===== src/rtl/mem_word_sequencer.sv =====
// -----------------------------------------------------------------------------
// mem_word_sequencer
//
// Moves one DATA_W-bit word between the datapath and an 8-bit memory as a
// series of byte accesses. The byte order is selectable with BIG_ENDIAN.
// ByteMode transfers only data bits [7:0]. The memory read latency is 0 or
// 1 cycle, set by RD_LAT.
//
// Optional feature: define ALIGN_CHECK_EN to add the Fault output. With it,
// a word request (ByteMode=0) whose address is not a multiple of NB is
// rejected: there is no memory access, and Fault pulses for one cycle.
//
// Ports:
//   Clock        in   rising-edge clock
//   Reset        in   asynchronous, active-high reset
//   Start        in   request strobe, sampled only while idle
//   WrEn         in   1 = store, 0 = load (sampled with Start)
//   ByteMode     in   1 = single-byte transfer (sampled with Start)
//   Addr         in   base byte address (sampled with Start)
//   WrData       in   store data (sampled with Start)
//   RdData       out  assembled load result, held until the next load ends
//   Busy         out  high from the cycle after acceptance until Done
//   Done         out  one-cycle completion pulse
//   Fault        out  misaligned-request pulse (ALIGN_CHECK_EN only)
//   Mem_Address  out  byte address to memory
//   Mem_Data     out  byte to memory (0 unless storing)
//   Mem_WR       out  write strobe
//   Mem_CS       out  active-low chip select
//   MemOut       in   byte from memory
// -----------------------------------------------------------------------------
module mem_word_sequencer #(
    parameter int DATA_W     = 16,
    parameter int ADDR_W     = 16,
    parameter bit BIG_ENDIAN = 1'b0,
    parameter int RD_LAT     = 0
) (
    input  logic              Clock,
    input  logic              Reset,
    input  logic              Start,
    input  logic              WrEn,
    input  logic              ByteMode,
    input  logic [ADDR_W-1:0] Addr,
    input  logic [DATA_W-1:0] WrData,
    output logic [DATA_W-1:0] RdData,
    output logic              Busy,
    output logic              Done,
`ifdef ALIGN_CHECK_EN
    output logic              Fault,
`endif
    output logic [ADDR_W-1:0] Mem_Address,
    output logic [7:0]        Mem_Data,
    output logic              Mem_WR,
    output logic              Mem_CS,
    input  logic [7:0]        MemOut
);

    localparam int NB    = DATA_W / 8;
    // The index must be able to hold NB, because it reaches L during DRAIN.
    localparam int IDX_W = $clog2(NB + 1);

    typedef enum logic [1:0] {
        S_IDLE,
        S_XFER,
        S_DRAIN,
        S_DONE
    } state_e;

    state_e              state_q, state_d;
    logic                wr_q, wr_d;
    logic                bm_q, bm_d;
    logic [ADDR_W-1:0]   addr_q, addr_d;
    logic [DATA_W-1:0]   wdata_q, wdata_d;
    logic [IDX_W-1:0]    idx_q, idx_d;
    logic [DATA_W-1:0]   buf_q, buf_d;     // partial load being assembled
    logic [DATA_W-1:0]   rdata_q, rdata_d; // last completed load
    logic                fault_q, fault_d;

    logic [IDX_W-1:0]    len;
    logic [IDX_W-1:0]    cap_idx;
    logic [IDX_W-1:0]    wr_lane;
    logic [IDX_W-1:0]    cap_lane;
    logic [7:0]          wr_byte;
    logic [DATA_W-1:0]   cap_buf;
    logic                reject;

    // NOTE: sequential state uses non-blocking assignments only, so that every
    // register samples the values from before the edge.
    always_ff @(posedge Clock or posedge Reset) begin
        if (Reset) begin
            state_q <= S_IDLE;
            wr_q    <= 1'b0;
            bm_q    <= 1'b0;
            addr_q  <= '0;
            wdata_q <= '0;
            idx_q   <= '0;
            buf_q   <= '0;
            rdata_q <= '0;
            fault_q <= 1'b0;
        end else begin
            state_q <= state_d;
            wr_q    <= wr_d;
            bm_q    <= bm_d;
            addr_q  <= addr_d;
            wdata_q <= wdata_d;
            idx_q   <= idx_d;
            buf_q   <= buf_d;
            rdata_q <= rdata_d;
            fault_q <= fault_d;
        end
    end

    // NOTE: every signal written below gets a default first, so no path can
    // leave a signal unassigned and infer a latch.
    always_comb begin
        state_d     = state_q;
        wr_d        = wr_q;
        bm_d        = bm_q;
        addr_d      = addr_q;
        wdata_d     = wdata_q;
        idx_d       = idx_q;
        buf_d       = buf_q;
        rdata_d     = rdata_q;
        fault_d     = 1'b0;
        reject      = 1'b0;
        Busy        = 1'b0;
        Done        = 1'b0;
        Mem_CS      = 1'b1;
        Mem_WR      = 1'b0;
        Mem_Address = '0;
        Mem_Data    = '0;

        len     = bm_q ? IDX_W'(1) : IDX_W'(NB);
        // With RD_LAT=1, the byte arriving now belongs to the previous index.
        cap_idx = idx_q - IDX_W'(RD_LAT);
        // ByteMode always has len=1, so the lane is 0 in both byte orders.
        wr_lane  = BIG_ENDIAN ? (len - IDX_W'(1) - idx_q)   : idx_q;
        cap_lane = BIG_ENDIAN ? (len - IDX_W'(1) - cap_idx) : cap_idx;

        wr_byte = '0;
        cap_buf = buf_q;
        for (int b = 0; b < NB; b++) begin
            if (wr_lane == IDX_W'(b)) begin
                wr_byte = wdata_q[b*8 +: 8];
            end
            if (cap_lane == IDX_W'(b)) begin
                cap_buf[b*8 +: 8] = MemOut;
            end
        end

`ifdef ALIGN_CHECK_EN
        reject = !ByteMode && ((Addr % ADDR_W'(NB)) != '0);
`endif

        case (state_q)
            S_IDLE: begin
                if (Start && reject) begin
                    fault_d = 1'b1;
                end else if (Start) begin
                    wr_d    = WrEn;
                    bm_d    = ByteMode;
                    addr_d  = Addr;
                    wdata_d = WrData;
                    idx_d   = '0;
                    buf_d   = '0;  // ByteMode loads leave the upper bytes zero
                    state_d = S_XFER;
                end
            end

            S_XFER: begin
                Busy        = 1'b1;
                Mem_CS      = 1'b0;
                Mem_WR      = wr_q;
                Mem_Address = addr_q + ADDR_W'(idx_q);  // wraps modulo 2^ADDR_W
                Mem_Data    = wr_q ? wr_byte : 8'h00;
                if (!wr_q && (RD_LAT == 0 || idx_q != '0)) begin
                    buf_d = cap_buf;
                end
                idx_d = idx_q + IDX_W'(1);
                if (idx_q == len - IDX_W'(1)) begin
                    if (wr_q || RD_LAT == 0) begin
                        state_d = S_DONE;
                        if (!wr_q) begin
                            rdata_d = cap_buf;
                        end
                    end else begin
                        state_d = S_DRAIN;
                    end
                end
            end

            S_DRAIN: begin
                Busy    = 1'b1;
                buf_d   = cap_buf;
                rdata_d = cap_buf;
                state_d = S_DONE;
            end

            S_DONE: begin
                Done    = 1'b1;
                state_d = S_IDLE;
            end

            default: state_d = S_IDLE;
        endcase
    end

    assign RdData = rdata_q;
`ifdef ALIGN_CHECK_EN
    assign Fault  = fault_q;
`endif

endmodule


===== config.mk =====
export PLATFORM = sky130hd
export DESIGN_NAME = mem_word_sequencer
export DESIGN_NICKNAME = d
export VERILOG_FILES = /design/src/rtl/mem_word_sequencer.sv
export SDC_FILE = /design/constraint.sdc
export NUM_CORES = 1
export LEC_CHECK = 0
export BUFFER_PORTS_ARGS = -buffer_cell sky130_fd_sc_hd__buf_2
export CAP_MARGIN = 20
export CORE_ASPECT_RATIO = 1.2
export CORE_UTILIZATION = 53
export DETAILED_ROUTE_END_ITERATION = 8
export PLACE_DENSITY_LB_ADDON = 0.2
export REMOVE_ABC_BUFFERS = 1
export SKIP_LAST_GASP = 1
export SLEW_MARGIN = 25
export SYNTH_ARGS = -nofsm -noshare
export SYNTH_HDL_FRONTEND = slang
export SYNTH_SLANG_ARGS = --single-unit

===== constraint.sdc =====
create_clock -name Clock -period 2.4 [get_ports Clock]
set_input_delay 0.36 -clock Clock [delete_from_list [all_inputs] [get_ports Clock]]
set_output_delay 0.36 -clock Clock [all_outputs]
set_load 0.02 [all_outputs]

* Word-level counts from Yosys, hierarchy flattened *
Index checks and enable logic that the tools add are counted.

operators by class
  add/subtract/negate cells = 3
  equal/unequal tests = 8
  muxes and demuxes = 22
  reductions and logical operators = 11

operators with widths
  operator             count
  $mux 16              4
  $mux 8               6
  $pmux 16 s3          1
  $pmux 16 s2          1
  $add 16x2->16        1
  $mux 2               4
  $pmux 2 s4           1
  $ne 2x2->1 const B   3
  $reduce_and 2->1     3
  $reduce_and 3->1     2
  $eq 2x1->1 const B   2
  $eq 2x2->1 const B   2
  $logic_not 2->1      2
  $mux 1               4
  $pmux 2 s2           1
  $reduce_bool 2->1    2
  $reduce_bool 3->1    1
  $add 2x1->2 const B  1
  $eq 2x2->1           1
  $reduce_or 2->1      1
  $sub 2x1->2 const B  1

storage, ports and cells
  register bits after elaboration = 70
  output and inout port bits = 44

* Longest topological paths before layout *
Gate-level depths: netlist of run 1.

  depth in word-level cells = 5
  depth in mapped cells = 8
  gate-level depth less buffers = 6

* Worst setup path after synthesis of run 1 *
OpenSTA, ideal clock, no wires.

  kind = register to output
  from = register idx_q[1]
  to = output port Mem_Address[15]
  data arrival time = 1.936 ns
  path slack = 0.104 ns
  stages on the path, launching flop included = 6
  buffers on the path = 0
  cells stage by stage = dfrtp_1 ha_1 a21oi_1 or3_4 or3_1 a21oi_1

on the way
  word-level cells in the longest chain between the ends = 2

ends and longest elaborated chain
  what                    line  RTL
  from (decl)             73    logic [IDX_W-1:0] idx_q, idx_d;
  from (signal assigned)  105   idx_q <= idx_d;
  $add 16x2->16           173   Mem_Address = addr_q + ADDR_W'(idx_q);
  $mux 16                 154   case (state_q)
  to (decl)               50    output logic [ADDR_W-1:0] Mem_Address,

No other way between the ends.

* Final worst setup path of run 1 *
  from = register addr_q[1]
  to = output port Mem_Address[15]

on the way
  word-level cells in the longest chain between the ends = 2

ends and longest elaborated chain
  what                    line  RTL
  from (decl)             71    logic [ADDR_W-1:0] addr_q, addr_d;
  from (signal assigned)  103   addr_q <= addr_d;
  $add 16x2->16           173
  $mux 16                 154

No other way between the ends.

==> flow_summary.toml, run 1 <==
[outcome]
status = "finished, violations left"
violations = "negative setup slack"

[floorplan]
start_util_pct = 56.1
ios = 89
chipHeight_um = 90.5
die_x_um = 75.8
rows = 31
core_sq_um = 6170
die-area_sq_um = 6860

[power]
p_comb_share_pct = 52.2
power_uw = 6570
pwr-share-seq_pct = 32.7
swShare_pct = 41.8
peakVddDrop_v = 0.000771
switching_power_uw = 2750
p_int_uw = 3820
power.leakage_uw = 0.00208
powerDensity_nw_per_um2 = 1500
clkPwrFrac_pct = 15.2

[setup_path]
critical_path.top_delay_family = "simple AND/OR/NAND/NOR gates"
worst_setup_path_end_kind = "primary output"
r2r_slack_ps = 500
worstPathArrival_ps = 2090
critPathKind = "reg -> out"
worstPathMaxFanout = 3
required_ps = 2040
startpoint_type = "register"
cp.buffers_inverters = 1
cp_slowest_cell = "dfrtp_1"
worstPathCellList = "ha_1, a21oi_2, or3_4, or3_4, a21oi_2, buf_6"
max_stage_delay_ps = 400

[global_route]
overflow = 0
grt.total_usage_pct = 23.3
antenna_found_initial = 0
grt_pass1_wl_um = 12100
grt_max_degree = 46
grt_pass1_vias = 2620

[timing]
fmax_mhz = 409
setup_viol = 1
min_period_ps = 2450
finClkSkew_ps = 11.6
tns_ps = -46.9
tightest_slew_ps = 556
final_hold_viol_count = 0
drv_slew = 0
layout_setup_ws_ps = -46.9
finalCritPeriodShare_pct = 102
rsz0062_at_grt = "yes"
slew_headroom_pct = 62.9

[clocking]
cts_sinks = 70
cts-root-buf = "clkbuf_8"
clock_latency_ps = 340
cts.htree.levels = 3
cts_buffer_depth = 2
cts_made_buffers = 9
cts_hold_buf = 0
cts_tree = "yes"
clkTransAtPathRegs_ps = 70

[synthesis]
yosysSeqAreaShare_pct = 50.6
ys_warn_count = 0
postSynthAreaPerCell_sq_um = 10.5
ys_ff_latch = 70
yosysUniqueCellTypes = 36
synth_cells = 329
synth_area_sq_um = 3460

[route]
drt_wl_total_um = 7540
wl_met1_um = 3190
viasPerCell = 5.42
dr_wl_met3_um = 457
antenna_left = 0
top_layer = "met4"
drc = 0
wl_met2_um = 3750
vias = 2780
drt-pass1-iter-count = 4
wl_per_cell_um = 14.7
drt_iter0_drc = 115

[finish]
stdcell_count = 513
nFillCells = 480
area_growth_syn_to_layout_pct = 26.4
multi_input_area_sq_um = 1670
layout-drive-gt1-share_pct = 39.2
nets = 482
final_cell_mix = "84 x buf_2, 70 x dfrtp_1, 35 x mux2_2, 34 x nor2_1, 30 x nand2_1"
layout_commonest_cell = "buf_2"
seq_area_sq_um = 1750
num_antenna_cells = 0

[place]
dpl.hpwl_um = 5320
port_buffers = 88
dp.cells = 494
finalWeightedCongestion = 0.790
pre_cts_ws_ps = 233

[worst_hold_path]
hp-class = "in -> async"

[run]
max-cap-violations = 0
## per-stage QoR
step           hold slack, ps  cell area [sq um]  util (%)
6_report                 65.5               4380      70.9
5_1_grt                   101               4380      70.9
4_1_cts                  69.6               4290      69.6
3_5_place_dp              444               4070      66.0
3_3_place_gp              439               4070      66.0
2_1_floorplan             465               3380         -
## cell usage after synthesis (all sizes together)
cell / n / share of area (%)
and2: 2 / 0.36
ha: 9 / 3.3
nor2b: 2 / 0.36
nor2: 34 / 3.7
and3: 4 / 0.72
a32o: 3 / 0.87
o41ai: 1 / 0.47
inv: 9 / 0.98
nand3b: 1 / 0.22
xor2: 1 / 0.25
o21ai: 19 / 2.7
a31oi: 14 / 2.5
nand2b: 12 / 2.2
mux2i: 4 / 1.2
mux2: 35 / 11
a22oi: 4 / 0.87
nor4b: 1 / 0.25
xnor2: 9 / 2.3
nand4: 2 / 0.36
and4: 1 / 0.25
or3: 4 / 0.87
o211ai: 1 / 0.22
nand3: 5 / 0.72
buf: 6 / 0.80
dfrtp: 70 / 51
o31ai: 1 / 0.22
a21o: 1 / 0.22
a22o: 14 / 3.5
nor3: 2 / 0.29
fa: 1 / 0.58
a21oi: 10 / 1.4
clkbuf: 13 / 1.4
nand2: 31 / 3.4
nor4: 3 / 0.54
## registers in the layout, indices dropped and copies added, names as in the netlist
name	count
RdData	16
addr_q	16
bm_q	1
buf_q	16
idx_q	2
state_q	2
wdata_q	16
wr_q	1
## final cells by class
cell class,count,share of cell area [%]
sequential,70,40.0
multi-input combinational,231,38.1
timing repair buffer,106,14.1
clock buffer,11,3.00
tap,82,2.34
clock inverter,4,1.66
inverter,9,0.772
## logic make-up after synthesis
logic type / share of synthesized area (%)
XOR/XNOR: 2.53
flip-flops: 50.6
AO/OA/AOI/OAI: 13.1
adder cells (fa/ha/maj): 3.83
AND/OR/NAND/NOR: 14.2
buffers and inverters: 3.18
multiplexers: 12.5
## repair_timing
item | 4_1_cts | 5_1_grt
resized for setup | 4 | 16
pin swaps | 0 | 6
endpoints found under the setup margin | 9 | 19
setup buffers | 1 | 3
## routing by layer
layer	global-route usage, %	vias up
met5	0	-
met4	8.80	0
met3	6.25	15
met2	37.5	87
met1	29.5	1325
li1	-	1353
## path summary, 6_finish.rpt
check / startpoint / end / cells after the start
setup / recovery: addr_q[1] / Mem_Address[15] / 6
hold / removal: Reset / addr_q[10] / 2
setup reg to reg: state_q[1] / RdData[4] / 7
hold reg to reg: buf_q[14] / buf_q[14] / 1
max in group asynchronous: Reset / addr_q[4] / 3
min in group Clock: Addr[10] / addr_q[10] / 2
## power by group through the flow
stage	sequential (uW)	combinational [uW]	clock, uW
after CTS	2140	3350	1020
after floorplan	2260	2120	0
after detailed placement	2160	3300	0
after global placement	2140	3220	0
final	2150	3430	998
after global routing	2220	3780	1080
Note: power is estimated with default switching activity, not from simulation.
==> run 2, diff against run 1 <==
--- a/config.mk
+++ b/config.mk
@@ -8,11 +8,11 @@
 export BUFFER_PORTS_ARGS = -buffer_cell sky130_fd_sc_hd__buf_2
 export CAP_MARGIN = 20
 export CORE_ASPECT_RATIO = 1.2
-export CORE_UTILIZATION = 53
+export CORE_UTILIZATION = 55
+export CTS_BUF_LIST = sky130_fd_sc_hd__clkbuf_8
 export DETAILED_ROUTE_END_ITERATION = 8
 export PLACE_DENSITY_LB_ADDON = 0.2
 export REMOVE_ABC_BUFFERS = 1
-export SKIP_LAST_GASP = 1
 export SLEW_MARGIN = 25
 export SYNTH_ARGS = -nofsm -noshare
 export SYNTH_HDL_FRONTEND = slang
==> run 2 against run 1 <==
Net effect: the flow still finishes with violations (negative setup slack); setup slack got worse by 20 ps; final cell count increased by 0.97%; via count increased by 4.2%; clock power increased by 27%; worst hold slack improved by 180 ps; routed wire length increased by 7.3%; clock skew decreased by 2.2 ps; critical path depth increased by 2; cell area increased by 3.3%; combinational power increased by 4%; largest cell class unchanged; largest power group unchanged; highest routed layer unchanged.
==> flow_summary.toml, run 2 (same netlist as run 1, synthesis figures left out) <==
[global_route]
grt.total_usage_pct = 24.2
overflow = 0
grt_pass1_vias = 2655
grt_max_degree = 36
antenna_found_initial = 0
grt_pass1_wl_um = 12100

[clocking]
clkTransAtPathRegs_ps = 80
cts.htree.levels = 3
cts-root-buf = "clkbuf_8"
cts_made_buffers = 9
cts_sinks = 70
cts_buffer_depth = 2
clock_latency_ps = 350
cts_tree = "yes"

[route]
drt_wl_total_um = 8090
vias = 2898
viasPerCell = 5.59
drc = 0
wl_per_cell_um = 15.6
antenna_left = 0
drt-pass1-iter-count = 4
drt_iter0_drc = 158

[setup_path]
worstPathMaxFanout = 5
worstPathArrival_ps = 2110
worst_setup_path_end_kind = "primary output"
max_stage_delay_ps = 420
cp.buffers_inverters = 3
critPathKind = "reg -> out"
worstPathCellList = "buf_4, buf_4, fa_2, nand2_4, nor3_2, nand4_1, mux2i_1, buf_4"
cp_common_cell = "buf_4"
startpoint_type = "register"
cp_slowest_cell = "dfrtp_1"
critical_path.top_delay_family = "buffers and inverters"
critPathLaunch = "addr_q[1]"
r2r_start = "state_q[1]"
required_ps = 2040

[timing]
tightest_slew_ps = 446
final_hold_viol_count = 0
finalCritPeriodShare_pct = 103
min_period_ps = 2470
rsz0062_at_grt = "yes"
tns_ps = -103
setup_viol = 2
drv_slew = 0
hold_slack_ps = 242
slew_headroom_pct = 70.3
layout_setup_ws_ps = -67.3
fmax_mhz = 405
finClkSkew_ps = 9.38

[place]
finalWeightedCongestion = 0.785
dpl.hpwl_um = 5280
pre_cts_ws_ps = 239
port_buffers = 88

[finish]
area_growth_syn_to_layout_pct = 30.7
final_cell_mix = "81 x buf_2, 70 x dfrtp_1, 35 x mux2_2, 34 x nor2_1, 30 x nand2_1"
layout-drive-gt1-share_pct = 42.0
num_antenna_cells = 0
layout_commonest_cell = "buf_2"
nets = 486

[floorplan]
die-area_sq_um = 6620
chipHeight_um = 88.9
rows = 31
start_util_pct = 57.2
die_x_um = 74.4
ios = 89
core_sq_um = 6050

[outcome]
status = "finished, violations left"
violations = "negative setup slack"

[worst_hold_path]
hp-start = "WrData[10]"
hp-class = "in -> reg"

[power]
powerDensity_nw_per_um2 = 1550
power.leakage_uw = 0.00212
peakVddDrop_v = 0.000845

[run]
max-cap-violations = 0
-- run 2: cell types whose count changed in the layout (fill, tap and decap cells not counted), moves of 2 or more --
cell / change
buf_4: +8
buf_2: -3
buf_12: -2
bufinv_16: +2
clkbuf_1: -2
ha_4: +2
nor4_1: -2
nor4_4: +2
-- run 2: path summary, 6_finish.rpt --
check                      slack [ps]               to  cells past startpoint
max                               -70  Mem_Address[14]                      8
min                               240      wdata_q[10]                      2
max reg2reg                       500       RdData[11]                      7
min reg2reg                       500       wdata_q[7]                      1
max in group asynchronous        1370       state_q[1]                      4
min in group asynchronous         410      wdata_q[10]                      3
-- run 2: worst register-to-register path, stage by stage (launching register included) --
cell and delay, ps:
dfrtp_1 420, inv_1 100, ha_2 320, inv_1 120
o41ai_4 280, buf_4 350, nor2_1 80, a31oi_1 160
-- run 2: timing repair --
item / CTS / global route
endpoints found under the setup margin: 9 / 22
buffers inserted: 5 / 1
endpoints found under the hold margin: 2 / 0
cloned: 0 / 1
resized for setup: 5 / 30
pin swaps: 4 / 5
hold buffers: 1 / 0
-- run 2: stage by stage --
step                      instances  total power (uW)  area [sq um]  utilization (%)
after CTS                       516              6800          4380             72.4
after detailed placement        494              5440          4040             66.8
final                           518              7020          4520             74.7
after floorplan                 310              4380          3380                -
after global placement          494              5330          4040             66.8
after global routing            518              7500          4520             74.7
-- run 2: per-layer routing --
layer | routed length [um] | vias up | track usage (%)
met5 | 0 | - | 0
met4 | 111 | 0 | 9.61
met3 | 397 | 11 | 5.07
met2 | 4180 | 92 | 42.5
met1 | 3400 | 1429 | 29.0
li1 | - | 1366 | -
-- run 2: layout make-up --
type | instances | area (sq um)
clock buffer | 9 | 124
clock inverter | 7 | 145
multi-input combinational | 231 | 1730
tap | 82 | 103
fill | 440 | 1530
timing repair buffer | 110 | 633
sequential | 70 | 1750
inverter | 9 | 37.5
-- run 2: power breakdown --
part	switching, uW	internal (uW)
Combinational	2040	1540
Clock	472	801
Sequential	411	1760
